File: src/rtl/viterbi_pkg.sv
// viterbi_pkg: shared types, constants and the min-metric state selector
// for the K=3 Viterbi traceback slice.
`default_nettype none

package viterbi_pkg;

  localparam int NUM_STATES = 4;
  localparam int DEC_W      = 4;
  localparam int PM_MAX_W   = 32;

  typedef logic [1:0] state_t;

  typedef enum logic [1:0] {
    FILL  = 2'd0,
    TRACE = 2'd1,
    OUT   = 2'd2
  } fsm_e;

  // Index of the smallest metric; strict compares keep the lower index on ties.
  function automatic state_t best_state(input logic [PM_MAX_W-1:0] p0,
                                        input logic [PM_MAX_W-1:0] p1,
                                        input logic [PM_MAX_W-1:0] p2,
                                        input logic [PM_MAX_W-1:0] p3);
    logic [PM_MAX_W-1:0] m01;
    logic [PM_MAX_W-1:0] m23;
    state_t              b01;
    state_t              b23;
    b01 = (p1 < p0) ? 2'd1 : 2'd0;
    m01 = (p1 < p0) ? p1 : p0;
    b23 = (p3 < p2) ? 2'd3 : 2'd2;
    m23 = (p3 < p2) ? p3 : p2;
    return (m23 < m01) ? b23 : b01;
  endfunction

endpackage

`default_nettype wire

File: src/rtl/viterbi_traceback_min4.sv
// viterbi_min4: combinational 4-way minimum-index selector, lowest index on tie.
`default_nettype none

module viterbi_min4
  import viterbi_pkg::*;
#(
  parameter int PM_W = 4
) (
  input  logic [PM_W-1:0] pm0_i,
  input  logic [PM_W-1:0] pm1_i,
  input  logic [PM_W-1:0] pm2_i,
  input  logic [PM_W-1:0] pm3_i,
  output state_t          best_o
);

  assign best_o = best_state(PM_MAX_W'(pm0_i), PM_MAX_W'(pm1_i),
                             PM_MAX_W'(pm2_i), PM_MAX_W'(pm3_i));

endmodule

`default_nettype wire

File: src/rtl/viterbi_traceback.sv
// viterbi_traceback: survivor memory plus block traceback for the 4-state decoder;
// decoded bits leave in forward order over a valid/ready port.
`default_nettype none

module viterbi_traceback
  import viterbi_pkg::*;
#(
  parameter int PM_W      = 4,
  parameter int BLOCK_LEN = 8,
  parameter int CNT_W     = 6
) (
  input  logic             clk,
  input  logic             reset,
  input  logic [DEC_W-1:0] dec,
  input  logic             in_valid,
  output logic             in_ready,
  input  logic [PM_W-1:0]  pm0,
  input  logic [PM_W-1:0]  pm1,
  input  logic [PM_W-1:0]  pm2,
  input  logic [PM_W-1:0]  pm3,
  output logic             out_bit,
  output logic             out_valid,
  input  logic             out_ready,
  output logic             out_last
);

  localparam int               IDX_W    = (BLOCK_LEN > 1) ? $clog2(BLOCK_LEN) : 1;
  localparam logic [CNT_W-1:0] LAST_IDX = CNT_W'(BLOCK_LEN - 1);

  fsm_e                 state_q;
  logic [CNT_W-1:0]     wr_cnt_q;
  logic [CNT_W-1:0]     tb_idx_q;
  logic [CNT_W-1:0]     rd_idx_q;
  logic [CNT_W-1:0]     rd_idx_d;
  state_t               cur_q;
  state_t               best;
  logic [BLOCK_LEN-1:0] out_buf_q;
  logic [DEC_W-1:0]     mem_q [BLOCK_LEN];
  logic                 in_ready_q;
  logic                 out_valid_q;
  logic                 out_bit_q;
  logic                 out_last_q;
  logic                 accept;
  logic                 mem_bit;

  viterbi_min4 #(.PM_W(PM_W)) u_min4 (
    .pm0_i  (pm0),
    .pm1_i  (pm1),
    .pm2_i  (pm2),
    .pm3_i  (pm3),
    .best_o (best)
  );

  assign accept   = in_valid && in_ready_q;
  assign rd_idx_d = rd_idx_q + CNT_W'(1);
  assign mem_bit  = mem_q[tb_idx_q[IDX_W-1:0]][cur_q];

  // Decision RAM carries no reset; a block is always fully rewritten before use.
  always_ff @(posedge clk) begin
    if (accept) begin
      mem_q[wr_cnt_q[IDX_W-1:0]] <= dec;
    end
  end

  always_ff @(posedge clk or posedge reset) begin
    if (reset) begin
      state_q     <= FILL;
      wr_cnt_q    <= '0;
      tb_idx_q    <= '0;
      rd_idx_q    <= '0;
      cur_q       <= '0;
      out_buf_q   <= '0;
      in_ready_q  <= 1'b1;
      out_valid_q <= 1'b0;
      out_bit_q   <= 1'b0;
      out_last_q  <= 1'b0;
    end else begin
      case (state_q)
        FILL: begin
          if (accept) begin
            if (wr_cnt_q == LAST_IDX) begin
              cur_q      <= best;
              tb_idx_q   <= LAST_IDX;
              in_ready_q <= 1'b0;
              state_q    <= TRACE;
            end else begin
              wr_cnt_q <= wr_cnt_q + CNT_W'(1);
            end
          end
        end
        TRACE: begin
          out_buf_q[tb_idx_q[IDX_W-1:0]] <= cur_q[1];
          cur_q                          <= {cur_q[0], mem_bit};
          if (tb_idx_q == '0) begin
            rd_idx_q <= '0;
            state_q  <= OUT;
          end else begin
            tb_idx_q <= tb_idx_q - CNT_W'(1);
          end
        end
        OUT: begin
          // First OUT cycle loads the output register; afterwards one bit per handshake.
          if (!out_valid_q) begin
            out_valid_q <= 1'b1;
            out_bit_q   <= out_buf_q[rd_idx_q[IDX_W-1:0]];
            out_last_q  <= (rd_idx_q == LAST_IDX);
          end else if (out_ready) begin
            if (rd_idx_q == LAST_IDX) begin
              out_valid_q <= 1'b0;
              out_bit_q   <= 1'b0;
              out_last_q  <= 1'b0;
              rd_idx_q    <= '0;
              wr_cnt_q    <= '0;
              in_ready_q  <= 1'b1;
              state_q     <= FILL;
            end else begin
              rd_idx_q   <= rd_idx_d;
              out_bit_q  <= out_buf_q[rd_idx_d[IDX_W-1:0]];
              out_last_q <= (rd_idx_d == LAST_IDX);
            end
          end
        end
        default: state_q <= FILL;
      endcase
    end
  end

  assign in_ready  = in_ready_q;
  assign out_valid = out_valid_q;
  assign out_bit   = out_bit_q;
  assign out_last  = out_last_q;

endmodule

`default_nettype wire

File: config.mk
export PLATFORM = sky130hd
export DESIGN_NAME = viterbi_traceback
export DESIGN_NICKNAME = d
export VERILOG_FILES = /design/src/rtl/viterbi_pkg.sv /design/src/rtl/viterbi_traceback_min4.sv /design/src/rtl/viterbi_traceback.sv
export SDC_FILE = /design/constraint.sdc
export NUM_CORES = 1
export LEC_CHECK = 0
export BUFFER_PORTS_ARGS = -buffer_cell sky130_fd_sc_hd__buf_2
export CORE_MARGIN = 4
export CORE_UTILIZATION = 33
export CTS_CLUSTER_DIAMETER = 50
export DETAILED_ROUTE_END_ITERATION = 10
export HOLD_SLACK_MARGIN = 0.03
export PLACE_DENSITY = 0.56
export SLEW_MARGIN = 40
export SYNTH_ARGS = -nofsm -noshare
export SYNTH_HDL_FRONTEND = slang
export SYNTH_SLANG_ARGS = --single-unit
File: constraint.sdc
create_clock -name clk -period 4.7 [get_ports clk]
set_input_delay 0.47 -clock clk [delete_from_list [all_inputs] [get_ports clk]]
set_output_delay 0.47 -clock clk [all_outputs]
set_load 0.02 [all_outputs]
==> flow_summary.toml, run 1 <==
[placement]
hpwl_um = 5190
post-place-ws_ps = 1720
postPlaceCellArea_sq_um = 3850
gp_congestion = 0.763
numPortBuffers = 27
dp_cells = 461

[floorplan]
dieArea_sq_um = 12700
rows = 37
pin_count = 28
die_x_um = 113
core_area_sq_um = 10500
start_util = 0.344
fp.dieH_um = 113

[critical_path]
cp_num_buf_inv = 2
startpoint = "pm2[2]"
worst_setup_path_end_kind = "flip-flop"
crit_chain = "buf_2 -> inv_1 -> ha_1 -> or2_1 -> a21oi_1 -> nor2_1 -> mux2_2 -> ha_1 -> o21ai_0 -> nand2b_1 -> nor3_1 -> a21oi_1 -> mux2i_1 -> a21oi_1"
reg2reg_from = "tb_idx_q[1]"
cp_slowest_stage_delay_ps = 350
cp-start-kind = "input pin"
critPathTopFamily = "compound AO/OA/AOI/OAI gates"
critical_path_class = "in2reg"
worst_path_most_repeated_cell = "a21oi_1"
required_ps = 4910
cpMaxStageDelayCell = "a21oi_1"
worst_ep_arrival_time_ps = 2840
cp_max_fo = 5

[layout]
fillerInstances = 980
syn_to_final_growth_pct = 12.5
fin_nets = 376
drive_gt1_frac = 0.226
fin_cells = 477
stdcell_area_sq_um = 4070
n_antenna_cell = 0

[sta]
layout_setup_ws_ps = 2070
setup_viol = 0
rsz0062_at_grt = "false"
min_period_over_period = 0.560
worstMarginPinSlew_ps = 766
fmax_mhz = 380
fin_tns_setup_ps = 0
hold_viol = 0
post-route-min-period_ps = 2630
slew_headroom = 0.483
finalMaxSlewViolations = 0
skew_ps = 8.54

[clocking]
clock_latency_ps = 340
root_buffer = "clkbuf_8"
numClockSinks = 66
cts_made_buffers = 9
postCtsHoldBufs = 0
cts.repair.resized = 0
cts_tree = "yes"
post_cts_buffers = 0
cts-htree-levels = 3
cts.clk_slew.worst_paths_ps = 80
clockBufferDepth = 2

[synthesis]
synth_simple_gate_area_share = 0.157
yosys.area_share.adder = 0.0553
ys.flop_type = "dfrtp_1"
synth_edf_count = 32
syn_avg_cell_area_sq_um = 11.6
ys_ff_latch = 66
synth-seq-area-share = 0.501
async_flop_share = 0.515
synth_cells = 313
synthMuxAreaShare = 0.129
synth_top_family_by_area = "simple AND/OR/NAND/NOR gates"
ys_warn_count = 0
synth_cell_types = 54
synth-compound-area-share = 0.0937
syn_nets = 353
syn_area_sq_um = 3620
synth_xor_area_frac = 0.0218

[global_routing]
grt_pass1_vias = 2459
grt-ovfl-total = 0
grt_max_degree = 35
track_usage = 0.120
antenna_found_initial = 0
grt_pass1_wl_um = 12300

[power]
peakVddDrop_mv = 0.235
p_leak_uw = 0.00162
power.density_nw_per_um2 = 452

[outcome]
status = "finished clean"

[worst_hold_path]
min-delay-path-class = "in2async"

[routing]
antenna_left = 0
vias = 2455
routedWlPerCell_um = 15.1
drc = 0
drt-initial-drc-count = 83
dr.pass1.iters = 4
wl_um = 7180
via_per_inst = 5.15

[run]
max_cap_violations = 0
final timing paths:
path,endpoint,slack [ps],cells after the start
worst max-delay path,cur_q[0],2070,14
worst min-delay path,wr_cnt_q[5],210,3
worst max register to register,tb_idx_q[4],2490,7
worst min register to register,in_ready,530,2
max in group asynchronous,in_ready,4160,3
min in group clk,mem_q[1][2],400,1
stage by stage:
stage | util | power [uW] | hold slack [ps]
after floorplan | - | 1220 | 477
after global placement | 0.366 | 1320 | 503
after detailed placement | 0.367 | 1330 | 515
after CTS | 0.387 | 1860 | 228
after global routing | 0.387 | 1970 | 243
final | 0.387 | 1840 | 206
tightest hold or removal path, cell delays in order:
cell and delay [ps]:
buf_2 90, inv_1 40, buf_4 370
cell usage after synthesis, types with 2 or more instances:
cell,instances,area share
nand4_1,5,0.0086
o21ai_0,19,0.026
buf_2,6,0.0083
buf_4,4,0.0083
a211oi_1,2,0.0041
nand2b_1,5,0.0086
nor2b_1,5,0.0086
nand3_1,13,0.018
nand2_1,23,0.024
inv_1,15,0.016
a31oi_1,5,0.0086
mux4_2,12,0.075
xnor2_1,2,0.0048
nor4_1,3,0.0052
and4_1,2,0.0048
clkbuf_1,5,0.0052
xor2_1,7,0.017
dfrtp_1,33,0.23
o211ai_1,4,0.0083
nor3_1,10,0.014
a21oi_1,9,0.012
ha_1,16,0.055
mux2i_1,6,0.017
and3_1,4,0.0069
mux2_2,11,0.034
a21o_1,2,0.0041
nor3_4,2,0.0090
nor2_1,26,0.027
edfxtp_1,32,0.27
flip-flops by register name, indices dropped and copies added (netlist names):
name,flops
mem_q,32
out_buf_q,8
rd_idx_q,6
tb_idx_q,6
wr_cnt_q,6
cur_q,2
state_q,2
in_ready,1
out_bit,1
out_last,1
out_valid,1
placed cells by master (no fill, tap or decap), types with 2 or more instances in the layout:
master / n
mux2_2: 11
a21oi_1: 9
mux2i_1: 6
inv_1: 15
nand2b_1: 5
buf_2: 27
a21o_1: 2
nor3_1: 10
nor3_4: 2
nand3_1: 13
o21ai_0: 19
o211ai_1: 4
xnor2_1: 2
clkinv_1: 2
nand2_1: 23
nor2b_1: 5
and4_1: 2
nor2_1: 26
bufinv_16: 2
clkbuf_8: 9
and3_1: 4
ha_1: 16
dfrtp_1: 33
nor4_2: 2
nand4_1: 5
xor2_1: 7
a211oi_1: 2
mux4_2: 12
clkinvlp_4: 2
a31oi_1: 5
edfxtp_1: 32
report_power, final:
| part | internal [uW] | switching (uW) | leakage, uW |
|---|---|---|---|
| sequential | 691 | 171 | 0.000737 |
| combinational | 215 | 239 | 0.000778 |
| clock | 297 | 225 | 0.000103 |
per-layer routing:
metal  part of all wire  GRT usage  up-vias
met3              0.026     0.0299       13
met5                  0          0        -
met1               0.46      0.156     1211
li1                   -          -     1204
met4              0.016     0.0409        0
met2               0.50      0.196       27
logic make-up after synthesis:
logic type | count (synthesis)
AND/OR/NAND/NOR | 108
flip-flops | 66
AO/OA/AOI/OAI | 51
buffers and inverters | 33
multiplexers | 30
adder cells (fa/ha/maj) | 16
XOR/XNOR | 9
cell type report:
cell class	count	area (sq um)	share of cell area
inverter	17	63.8	0.0157
timing repair buffer	28	143	0.0350
clock inverter	7	92.6	0.0227
sequential	66	1810	0.445
multi-input combinational	214	1670	0.409
clock buffer	9	124	0.0304
tap	136	170	0.0418
Note: power is estimated with default switching activity, not from simulation.
==> run 2: changes to the inputs <==
Clock period 4.7 ns to 2.55 ns, I/O delays scaled along.
==> flow_summary.toml, run 2 (synthesis results as in run 1) <==
[critical_path]
worst_ep_arrival_time_ps = 2400
critical_path_class = "in2reg"
cp_slowest_stage_delay_ps = 300
crit_chain = "buf_2 -> inv_1 -> ha_1 -> or2_1 -> a21oi_1 -> nor2_1 -> mux2_2 -> ha_1 -> o21ai_0 -> nand2b_1 -> nor3_1 -> a21oi_1 -> mux2i_1 -> a21oi_1"
worst_path_most_repeated_cell = "a21oi_1"
required_ps = 2760
cp_num_buf_inv = 2
reg2reg_depth = 7
cp-endpoint = "cur_q[0]"
cp.depth = 14
cp-start-kind = "input pin"
r2r-end = "wr_cnt_q[5]"
cp_max_fo = 3
cpMaxStageDelayCell = "ha_1"
startpoint = "pm2[2]"
critPathTopFamily = "adder cells"
r2r_slack_ps = 510
worst_setup_path_end_kind = "flip-flop"
reg2reg_from = "rd_idx_q[0]"

[layout]
layout_common_cells = "33 x dfrtp_1, 32 x edfxtp_1, 27 x buf_2"
drive_gt1_frac = 0.251
largest_register_ffs = 32
syn_to_final_growth_pct = 14.0
fin_nets = 390
final_common_cell = "dfrtp_1"
stdcell_area_sq_um = 4130
n_antenna_cell = 0
fin_cells = 491
final_core_util = 0.393

[sta]
skew_ps = 7.81
worstMarginPinSlew_ps = 714
rsz0062_at_grt = "false"
finalMaxSlewViolations = 0
post-route-min-period_ps = 2200
min_period_over_period = 0.861
slew_headroom = 0.521
setup_viol = 0
hold_viol = 0
fmax_mhz = 455

[floorplan]
pin_count = 28
start_util = 0.344
core_area_sq_um = 10500
dieArea_sq_um = 12700
fp.dieH_um = 113
die_x_um = 113
rows = 37

[placement]
hpwl_um = 5290
postPlaceCellArea_sq_um = 3940
dp_cells = 474
numPortBuffers = 27
gp_congestion = 0.803

[power]
peakVddDrop_mv = 0.461
p_leak_uw = 0.00167
p_sw_uw = 1190
p_sw_frac = 0.364
total_power_uw = 3260
intPower_uw = 2080
power.density_nw_per_um2 = 791
p_clk_frac = 0.242
power_frac_comb = 0.287
pwr-share-seq = 0.471

[run]
max_cap_violations = 0

[clocking]
post_cts_buffers = 0
clock_latency_ps = 350
cts-htree-levels = 3
clockBufferDepth = 2
numClockSinks = 66
cts_made_buffers = 9
root_buffer = "clkbuf_8"
cts_tree = "yes"
cts.clk_slew.worst_paths_ps = 80

[global_routing]
grt-ovfl-total = 0
track_usage = 0.121
grt_pass1_wl_um = 12400
grt_max_degree = 21
antenna_found_initial = 0
grt_pass1_vias = 2576

[routing]
routedWlPerCell_um = 14.6
antenna_left = 0
vias = 2467
drc = 0
dr.pass1.iters = 4
via_per_inst = 5.02
drt-initial-drc-count = 124
wl_um = 7150

[worst_hold_path]
min-delay-path-class = "in2reg"

[outcome]
status = "finished clean"
-- run 2: changes by cell type in the layout (fill, tap and decap cells not counted), sizes merged --
cell,delta
dlygate4sd3,+1
clkinvlp,+1
bufinv,-2
inv,-1
buf,+13
clkinv,+2
-- run 2: cell type report --
cell class,count,area (sq um)
Inverter,17,63.8
Timing Repair Buffer,42,250
Sequential cell,66,1810
Clock buffer,9,124
Fill cell,996,6380
Clock inverter,7,53.8
Tap cell,136,170
Multi-Input combinational cell,214,1650
-- run 2: power groups by stage --
| stage | combinational, uW | clock (uW) | sequential (uW) |
|---|---|---|---|
| final | 937 | 791 | 1540 |
| after global routing | 1060 | 862 | 1570 |
| after CTS | 950 | 822 | 1540 |
| after detailed placement | 945 | 0 | 1560 |
| after global placement | 934 | 0 | 1550 |
| after floorplan | 856 | 0 | 1390 |
-- run 2: worst min-delay path by stage --
| stage | cells past startpoint | endpoint | from | slack (ps) |
|---|---|---|---|---|
| floorplan | 0 | mem_q[0][0] | dec[0] | 350 |
| global placement | 2 | wr_cnt_q[4] | reset | 430 |
| detailed placement | 2 | wr_cnt_q[5] | reset | 430 |
| CTS | 2 | wr_cnt_q[2] | reset | 50 |
| global route | 1 | mem_q[7][2] | dec[2] | 180 |
| finish | 1 | mem_q[1][2] | dec[2] | 180 |
-- run 2: through the flow --
step / hold slack (ps) / setup TNS [ps] / setup WS, ps
final: 182 / 0 / 354
after global routing: 179 / 0 / 82.0
after CTS: 52.6 / 0 / 333
after detailed placement: 431 / -19.6 / -19.6
after global placement: 429 / 0 / 47.7
after floorplan: 354 / 0 / 121
-- run 2: worst reg2reg max path, stage by stage, from the launching register on --
cell and delay (ps):
dfrtp_1 590, ha_1 410, nand2_1 140, nor3_4 250, a21o_4 150, nand4_1 110, xnor2_1 140, and2b_1 150
-- run 2: routing by layer --
layer / track usage / wire length [um] / part of all wire / vias up
met5: 0 / 0 / 0 / -
li1: - / - / - / 1233
met4: 0.0313 / 70 / 0.0098 / 0
met1: 0.158 / 3340 / 0.47 / 1203
met2: 0.198 / 3560 / 0.50 / 22
met3: 0.0342 / 178 / 0.025 / 9
-- run 2: timing repair --
item	4_1_cts	5_1_grt
hold endpoints to repair	0	17
hold buffers	0	1
gates resized for setup	0	0
